File: src/rtl/vec_pkg.sv
// Shared vector datapath types: ALU opcodes and the issue sequencer's states.
package vec_pkg;

    typedef enum logic [0:0] {
        eAdd = 1'b0,
        eSub = 1'b1
    } eOp;

    typedef enum logic [1:0] {
        eIdle  = 2'd0,
        eRun   = 2'd1,
        eDrain = 2'd2
    } eSeqState;

endpackage

File: src/rtl/bsg_counter_clear_up.sv
// Up-counter with synchronous clear; clear together with up restarts at one.
module bsg_counter_clear_up #(
    parameter int max_val_p  = 8,
    parameter int init_val_p = 0,
    parameter int width_p    = $clog2(max_val_p + 1)
) (
    input  logic               clk_i,
    input  logic               reset_i,
    input  logic               clear_i,
    input  logic               up_i,
    output logic [width_p-1:0] count_o
);

    always_ff @(posedge clk_i) begin
        if (reset_i) begin
            count_o <= width_p'(init_val_p);
        end else if (clear_i) begin
            count_o <= up_i ? width_p'(1) : '0;
        end else if (up_i) begin
            count_o <= count_o + width_p'(1);
        end
    end

    // Counting past max_val_p means the caller lost track of the element count.
    count_no_overflow: assert property (
        @(posedge clk_i) disable iff (reset_i)
        (up_i && !clear_i) |-> (count_o != width_p'(max_val_p))
    );

endmodule

File: src/rtl/vec_issue_seq.sv
// Element issue sequencer: walks elements 0..vlen-1 of one vector instruction,
// reads both sources from the RF and hands registered operand pairs to the ALU.
module vec_issue_seq
    import vec_pkg::*;
#(
    parameter int vdw_p      = 32,
    parameter int els_p      = 8,
    parameter int num_regs_p = 8,
    parameter int op_width_p = 1
) (
    input  logic                          clk_i,
    input  logic                          reset_i,

    input  logic                          instr_v_i,
    output logic                          instr_ready_o,
    input  logic [op_width_p-1:0]         instr_op_i,
    input  logic [$clog2(num_regs_p)-1:0] instr_vd_i,
    input  logic [$clog2(num_regs_p)-1:0] instr_vs1_i,
    input  logic [$clog2(num_regs_p)-1:0] instr_vs2_i,
    input  logic [$clog2(els_p+1)-1:0]    instr_vlen_i,

    output logic [$clog2(num_regs_p)-1:0] rf_r_reg_a_o,
    output logic [$clog2(num_regs_p)-1:0] rf_r_reg_b_o,
    output logic [$clog2(els_p)-1:0]      rf_r_el_o,
    input  logic [vdw_p-1:0]              rf_r_data_a_i,
    input  logic [vdw_p-1:0]              rf_r_data_b_i,

    output logic                          ex_v_o,
    input  logic                          ex_ready_i,
    output logic [vdw_p-1:0]              ex_a_o,
    output logic [vdw_p-1:0]              ex_b_o,
    output logic [op_width_p-1:0]         ex_op_o,
    output logic [$clog2(num_regs_p)-1:0] ex_vd_o,
    output logic [$clog2(els_p)-1:0]      ex_el_o,
    output logic                          ex_last_o,

    output logic                          busy_o,
    output logic                          done_o
);

    localparam int el_w  = $clog2(els_p);
    localparam int len_w = $clog2(els_p + 1);
    localparam int reg_w = $clog2(num_regs_p);

    eSeqState state_r, state_n;

    logic [op_width_p-1:0] op_r;
    logic [reg_w-1:0]      vd_r, vs1_r, vs2_r;
    logic [len_w-1:0]      vlen_r;
    logic [len_w-1:0]      count;

    logic accept, load, ex_clear, done_n, last_el;

    bsg_counter_clear_up #(
        .max_val_p (els_p),
        .init_val_p(0),
        .width_p   (len_w)
    ) el_counter (
        .clk_i  (clk_i),
        .reset_i(reset_i),
        .clear_i(accept),
        .up_i   (load),
        .count_o(count)
    );

    // Full-width compare so vlen == els_p finishes at els_p-1 without wrapping.
    assign last_el = (count == vlen_r - len_w'(1));

    assign instr_ready_o = (state_r == eIdle);
    assign busy_o        = (state_r != eIdle);
    assign rf_r_reg_a_o  = vs1_r;
    assign rf_r_reg_b_o  = vs2_r;
    assign rf_r_el_o     = count[el_w-1:0];

    always_comb begin
        state_n  = state_r;
        accept   = 1'b0;
        load     = 1'b0;
        ex_clear = 1'b0;
        done_n   = 1'b0;
        case (state_r)
            eIdle: begin
                if (instr_v_i) begin
                    accept = 1'b1;
                    if (instr_vlen_i == '0) begin
                        done_n = 1'b1;
                    end else begin
                        state_n = eRun;
                    end
                end
            end
            eRun: begin
                if (!ex_v_o || ex_ready_i) begin
                    load = 1'b1;
                    if (last_el) begin
                        state_n = eDrain;
                    end
                end
            end
            eDrain: begin
                if (ex_v_o && ex_ready_i) begin
                    ex_clear = 1'b1;
                    done_n   = 1'b1;
                    state_n  = eIdle;
                end
            end
            default: state_n = eIdle;
        endcase
    end

    always_ff @(posedge clk_i) begin
        if (reset_i) begin
            state_r <= eIdle;
            done_o  <= 1'b0;
            op_r    <= '0;
            vd_r    <= '0;
            vs1_r   <= '0;
            vs2_r   <= '0;
            vlen_r  <= '0;
        end else begin
            state_r <= state_n;
            done_o  <= done_n;
            if (accept) begin
                op_r   <= instr_op_i;
                vd_r   <= instr_vd_i;
                vs1_r  <= instr_vs1_i;
                vs2_r  <= instr_vs2_i;
                vlen_r <= instr_vlen_i;
            end
        end
    end

    // Output register only moves on a load, so a stalled pair stays put.
    always_ff @(posedge clk_i) begin
        if (reset_i) begin
            ex_v_o    <= 1'b0;
            ex_a_o    <= '0;
            ex_b_o    <= '0;
            ex_op_o   <= '0;
            ex_vd_o   <= '0;
            ex_el_o   <= '0;
            ex_last_o <= 1'b0;
        end else if (load) begin
            ex_v_o    <= 1'b1;
            ex_a_o    <= rf_r_data_a_i;
            ex_b_o    <= rf_r_data_b_i;
            ex_op_o   <= op_r;
            ex_vd_o   <= vd_r;
            ex_el_o   <= count[el_w-1:0];
            ex_last_o <= last_el;
        end else if (ex_clear) begin
            ex_v_o <= 1'b0;
        end
    end

    vlen_legal: assert property (
        @(posedge clk_i) disable iff (reset_i)
        accept |-> (instr_vlen_i <= len_w'(els_p))
    );

endmodule

File: config.mk
export PLATFORM = sky130hd
export DESIGN_NAME = vec_issue_seq
export DESIGN_NICKNAME = d
export VERILOG_FILES = /design/src/rtl/vec_pkg.sv /design/src/rtl/bsg_counter_clear_up.sv /design/src/rtl/vec_issue_seq.sv
export SDC_FILE = /design/constraint.sdc
export NUM_CORES = 1
export LEC_CHECK = 0
export BUFFER_PORTS_ARGS = -buffer_cell sky130_fd_sc_hd__buf_2
export CAP_MARGIN = 15
export CORE_ASPECT_RATIO = 2
export CORE_MARGIN = 1
export CORE_UTILIZATION = 25
export DETAILED_ROUTE_END_ITERATION = 12
export SETUP_SLACK_MARGIN = 0.1
export SYNTH_ARGS = -nofsm -noshare
export SYNTH_HDL_FRONTEND = slang
export SYNTH_SLANG_ARGS = --single-unit
File: constraint.sdc
create_clock -name clk_i -period 2 [get_ports clk_i]
set_clock_uncertainty 0.2 [all_clocks]
set_input_delay 0.1 -clock clk_i [delete_from_list [all_inputs] [get_ports clk_i]]
set_output_delay 0.1 -clock clk_i [all_outputs]
set_load 0.01 [all_outputs]
==> summary.md <==
| Metric | Value |
|---|---|
| Die span in x | `85.6 um` |
| Worst slew margin | `0.790` |
| Clock share of power | `0.394` |
| DP Wirelength | `6530 um` |
| Initial Util | `0.259` |
| Antenna violations before repair | `0` |
| WS Path Type | `reg -> reg` |
| H-tree depth | `3` |
| Commonest non-fill, non-tap cells in the layout | `nand2_1 (172), buf_2 (165), dfxtp_1 (93)` |
| Total number of vias | `3,610` |
| RR Endpoint | `rf_r_reg_a_o[2]$_SDFFE_PP0P_` |
| Mapped Area | `3500 um^2` |
| Vert. Die Dim | `169 um` |
| Worst-path clk slew | `70 ps` |
| Area used by multi-input combinational logic | `1390 um^2` |
| Commonest non-fill, non-tap cell in the layout | `nand2_1` |
| Run status | `finished, final reports clean` |
| Worst Hold Depth | `2` |
| FP Rows | `60` |
| Core area | `13,500 um^2` |
| DRT Wirelength | `10,200 um` |
| Antenna cells | `0` |
| R2r startpoint | `state_r[0]$_SDFFE_PP0P_` |
| Total GRT Usage | `0.142` |
| Max Cap Viol | `0` |
| Sw frac | `0.248` |
| Sequential area share after synthesis | `0.538` |
| Final hold viol count | `0` |
| R2R setup slack | `180 ps` |
| Worst VDD drop | `415 uV` |
| Max clock buf depth | `2` |
| Mapped Avg Cell Area | `8.17 um^2` |
| CTS buffer count | `9` |
| GR Layer Usage met2 | `0.254` |
| Synth Instances | `428` |
| Pleak | `2.55 nW` |
| RSZ-0062 raised after global routing | `false` |
| Worst-Margin Slew | `315 ps` |
| Max Fclk | `551 MHz` |
| Wire per inst | `12.4 um` |
| Cell Int Power | `3.36 mW` |
| Reg2reg path depth | `6` |
| GR Layer Usage met3 | `0.0302` |
| First-pass GRT wire length | `16,200 um` |
| First DRT Iteration DRCs | `100` |
| DP Worst Slack | `257 ps` |
| Net Switching | `1.11 mW` |
| Synth Warn # | `0` |
| Vias per cell | `4.36` |
| Die area | `14,500 um^2` |
| # nets final | `752` |
| Grt total ovfl | `0` |
| Count of final setup violators | `0` |
| Logic pwr share | `0.153` |
| Worst skew pair latency | `330 ps` |
| Required time worst endpoint | `2020 ps` |
| CTS tree | `built` |
| CP startpoint kind | `flop` |
| FF+latch area | `1880 um^2` |
| Clk root buf | `clkbuf_16` |
| WHS Endpoint | `ex_b_o[8]$_SDFFE_PP0P_` |
| Worst EP arrival | `1840 ps` |
| P per Cell Area | `798 nW/um^2` |
| Post-route minimum period | `1820 ps` |
| Pins Over Slew Limit | `0` |
| Syn nets | `512` |
| HP Class | `reg -> reg` |
| Synth Register Bits | `94` |
| Antenna-violating nets left | `0` |
| DRC Markers | `0` |
| Sequential group share of total power | `0.453` |
| Io pins | `167` |
| Netlist cell types | `29` |
| Hold_sp | `ex_b_o[8]$_SDFFE_PP0P_` |
| Global route hottest layer | `met2` |
| Share of cells above drive strength 1 | `0.299` |
| Global Route met1 Usage | `0.152` |
| Setup Buffers After CTS | `0` |
| Largest net degree at the start of global routing | `45` |
| Setup ws final | `185 ps` |
| Layout area overhead | `59.9%` |
| Routability cong. | `0.733` |
| Critical-path maximum fanout | `7` |
| Clock sink count | `94` |
| Port Buf Inserts | `166` |
| FILL cells | `1,384` |
| CP Capture Type | `flop` |
| Drt first pass iters | `4` |
| TNS Setup | `0 ps` |
| Period utilization | `0.908` |
| Total power | `4.46 mW` |
| Vias in the first global route | `3,406` |
cells in the mapped netlist, drive strengths merged:
| master | count | area [um^2] |
|---|---|---|
| and2 | 2 | 12.5 |
| nor4 | 1 | 6.26 |
| clkbuf | 10 | 37.5 |
| nor2b | 1 | 13.8 |
| buf | 22 | 183 |
| a32o | 1 | 10.0 |
| nand2 | 173 | 649 |
| o21ai | 1 | 5.00 |
| a21oi | 86 | 430 |
| nand3 | 4 | 20.0 |
| ha | 2 | 25.0 |
| a211oi | 2 | 15.0 |
| xnor2 | 3 | 26.3 |
| dfxtp | 94 | 1880 |
| or4 | 1 | 7.51 |
| inv | 5 | 18.8 |
| nor3 | 7 | 45.0 |
| and3 | 1 | 6.26 |
| a22o | 1 | 8.76 |
| nand2b | 1 | 6.26 |
| nor2 | 3 | 13.8 |
| mux2i | 1 | 10.0 |
| xor2 | 4 | 35.0 |
| o21a | 1 | 7.51 |
| xnor3 | 1 | 22.5 |
worst max-delay path: stages (launching register included):
cell           delay (ps)
dfxtp_1               320
buf_4                 160
nor2_2                150
nand2_1               160
nand2_1               100
a21oi_1                60
dlygate4sd3_1         570
timing repair:
item | 4_1_cts | 5_1_grt
endpoints found under the setup margin | 0 | 4
endpoints found under the hold margin | 84 | 0
gates resized for setup | 0 | 4
hold buffers | 84 | 0
power groups by stage:
stage	clock network (mW)	registers, mW	logic [mW]
floorplan	0	2.11	0.279
global placement	0	2.06	0.554
detailed placement	0	2.06	0.556
CTS	1.85	2.02	0.684
global route	1.91	2.03	0.751
finish	1.76	2.02	0.681
worst max-delay path by stage:
stage	slack, ps	endpoint	startpoint
detailed placement	260	state_r[1]$_SDFFE_PP0P_	vlen_r[0]$_SDFFE_PP0P_
floorplan	390	state_r[1]$_SDFFE_PP0P_	vlen_r[0]$_SDFFE_PP0P_
CTS	140	vd_r[2]$_SDFFE_PP0P_	reset_i
global route	110	rf_r_reg_a_o[2]$_SDFFE_PP0P_	state_r[0]$_SDFFE_PP0P_
global placement	260	state_r[1]$_SDFFE_PP0P_	vlen_r[0]$_SDFFE_PP0P_
finish	180	rf_r_reg_a_o[2]$_SDFFE_PP0P_	state_r[0]$_SDFFE_PP0P_
cell type report:
type / count / share of cell area
clock buffers: 12 / 0.0459
clock inverters: 4 / 0.00984
well taps: 155 / 0.0347
flip-flops and latches: 94 / 0.337
repair buffers: 261 / 0.321
multi-input cells: 297 / 0.248
inverters: 5 / 0.00336
routing by layer:
layer | routed length (um) | share of wire
met1 | 4020 | 0.39
met4 | 450 | 0.044
met3 | 364 | 0.036
met5 | 0 | 0
met2 | 5400 | 0.53
state kept, by name, summed over array words and instances, names as in the netlist:
name,cells
ex_a_o,32
ex_b_o,32
el_counter.count_o,4
vlen_r,4
ex_el_o,3
ex_vd_o,3
rf_r_reg_a_o,3
rf_r_reg_b_o,3
vd_r,3
state_r,2
done_o,1
ex_last_o,1
ex_op_o,1
ex_v_o,1
op_r,1
stage by stage:
| stage | cell area [um^2] | hold slack [ps] | std cells | utilization |
|---|---|---|---|---|
| 6_report | 5590 | 249 | 828 | 0.414 |
| 5_1_grt | 5590 | 263 | 828 | 0.414 |
| 4_1_cts | 5580 | 252 | 828 | 0.413 |
| 3_5_place_dp | 4430 | 147 | 728 | 0.328 |
| 3_3_place_gp | 4430 | 141 | 728 | 0.328 |
| 2_1_floorplan | 3500 | 36.0 | 428 | - |
cell families after synthesis:
group / Yosys count / synth area share
AND/OR/NAND/NOR: 194 / 0.223
flip-flops: 94 / 0.538
AO/OA/AOI/OAI: 92 / 0.136
buffers and inverters: 37 / 0.0683
XOR/XNOR: 8 / 0.0240
adder cells (fa/ha/maj): 2 / 0.00715
multiplexers: 1 / 0.00286
No activity file was read; power rests on OpenSTA's default activity.
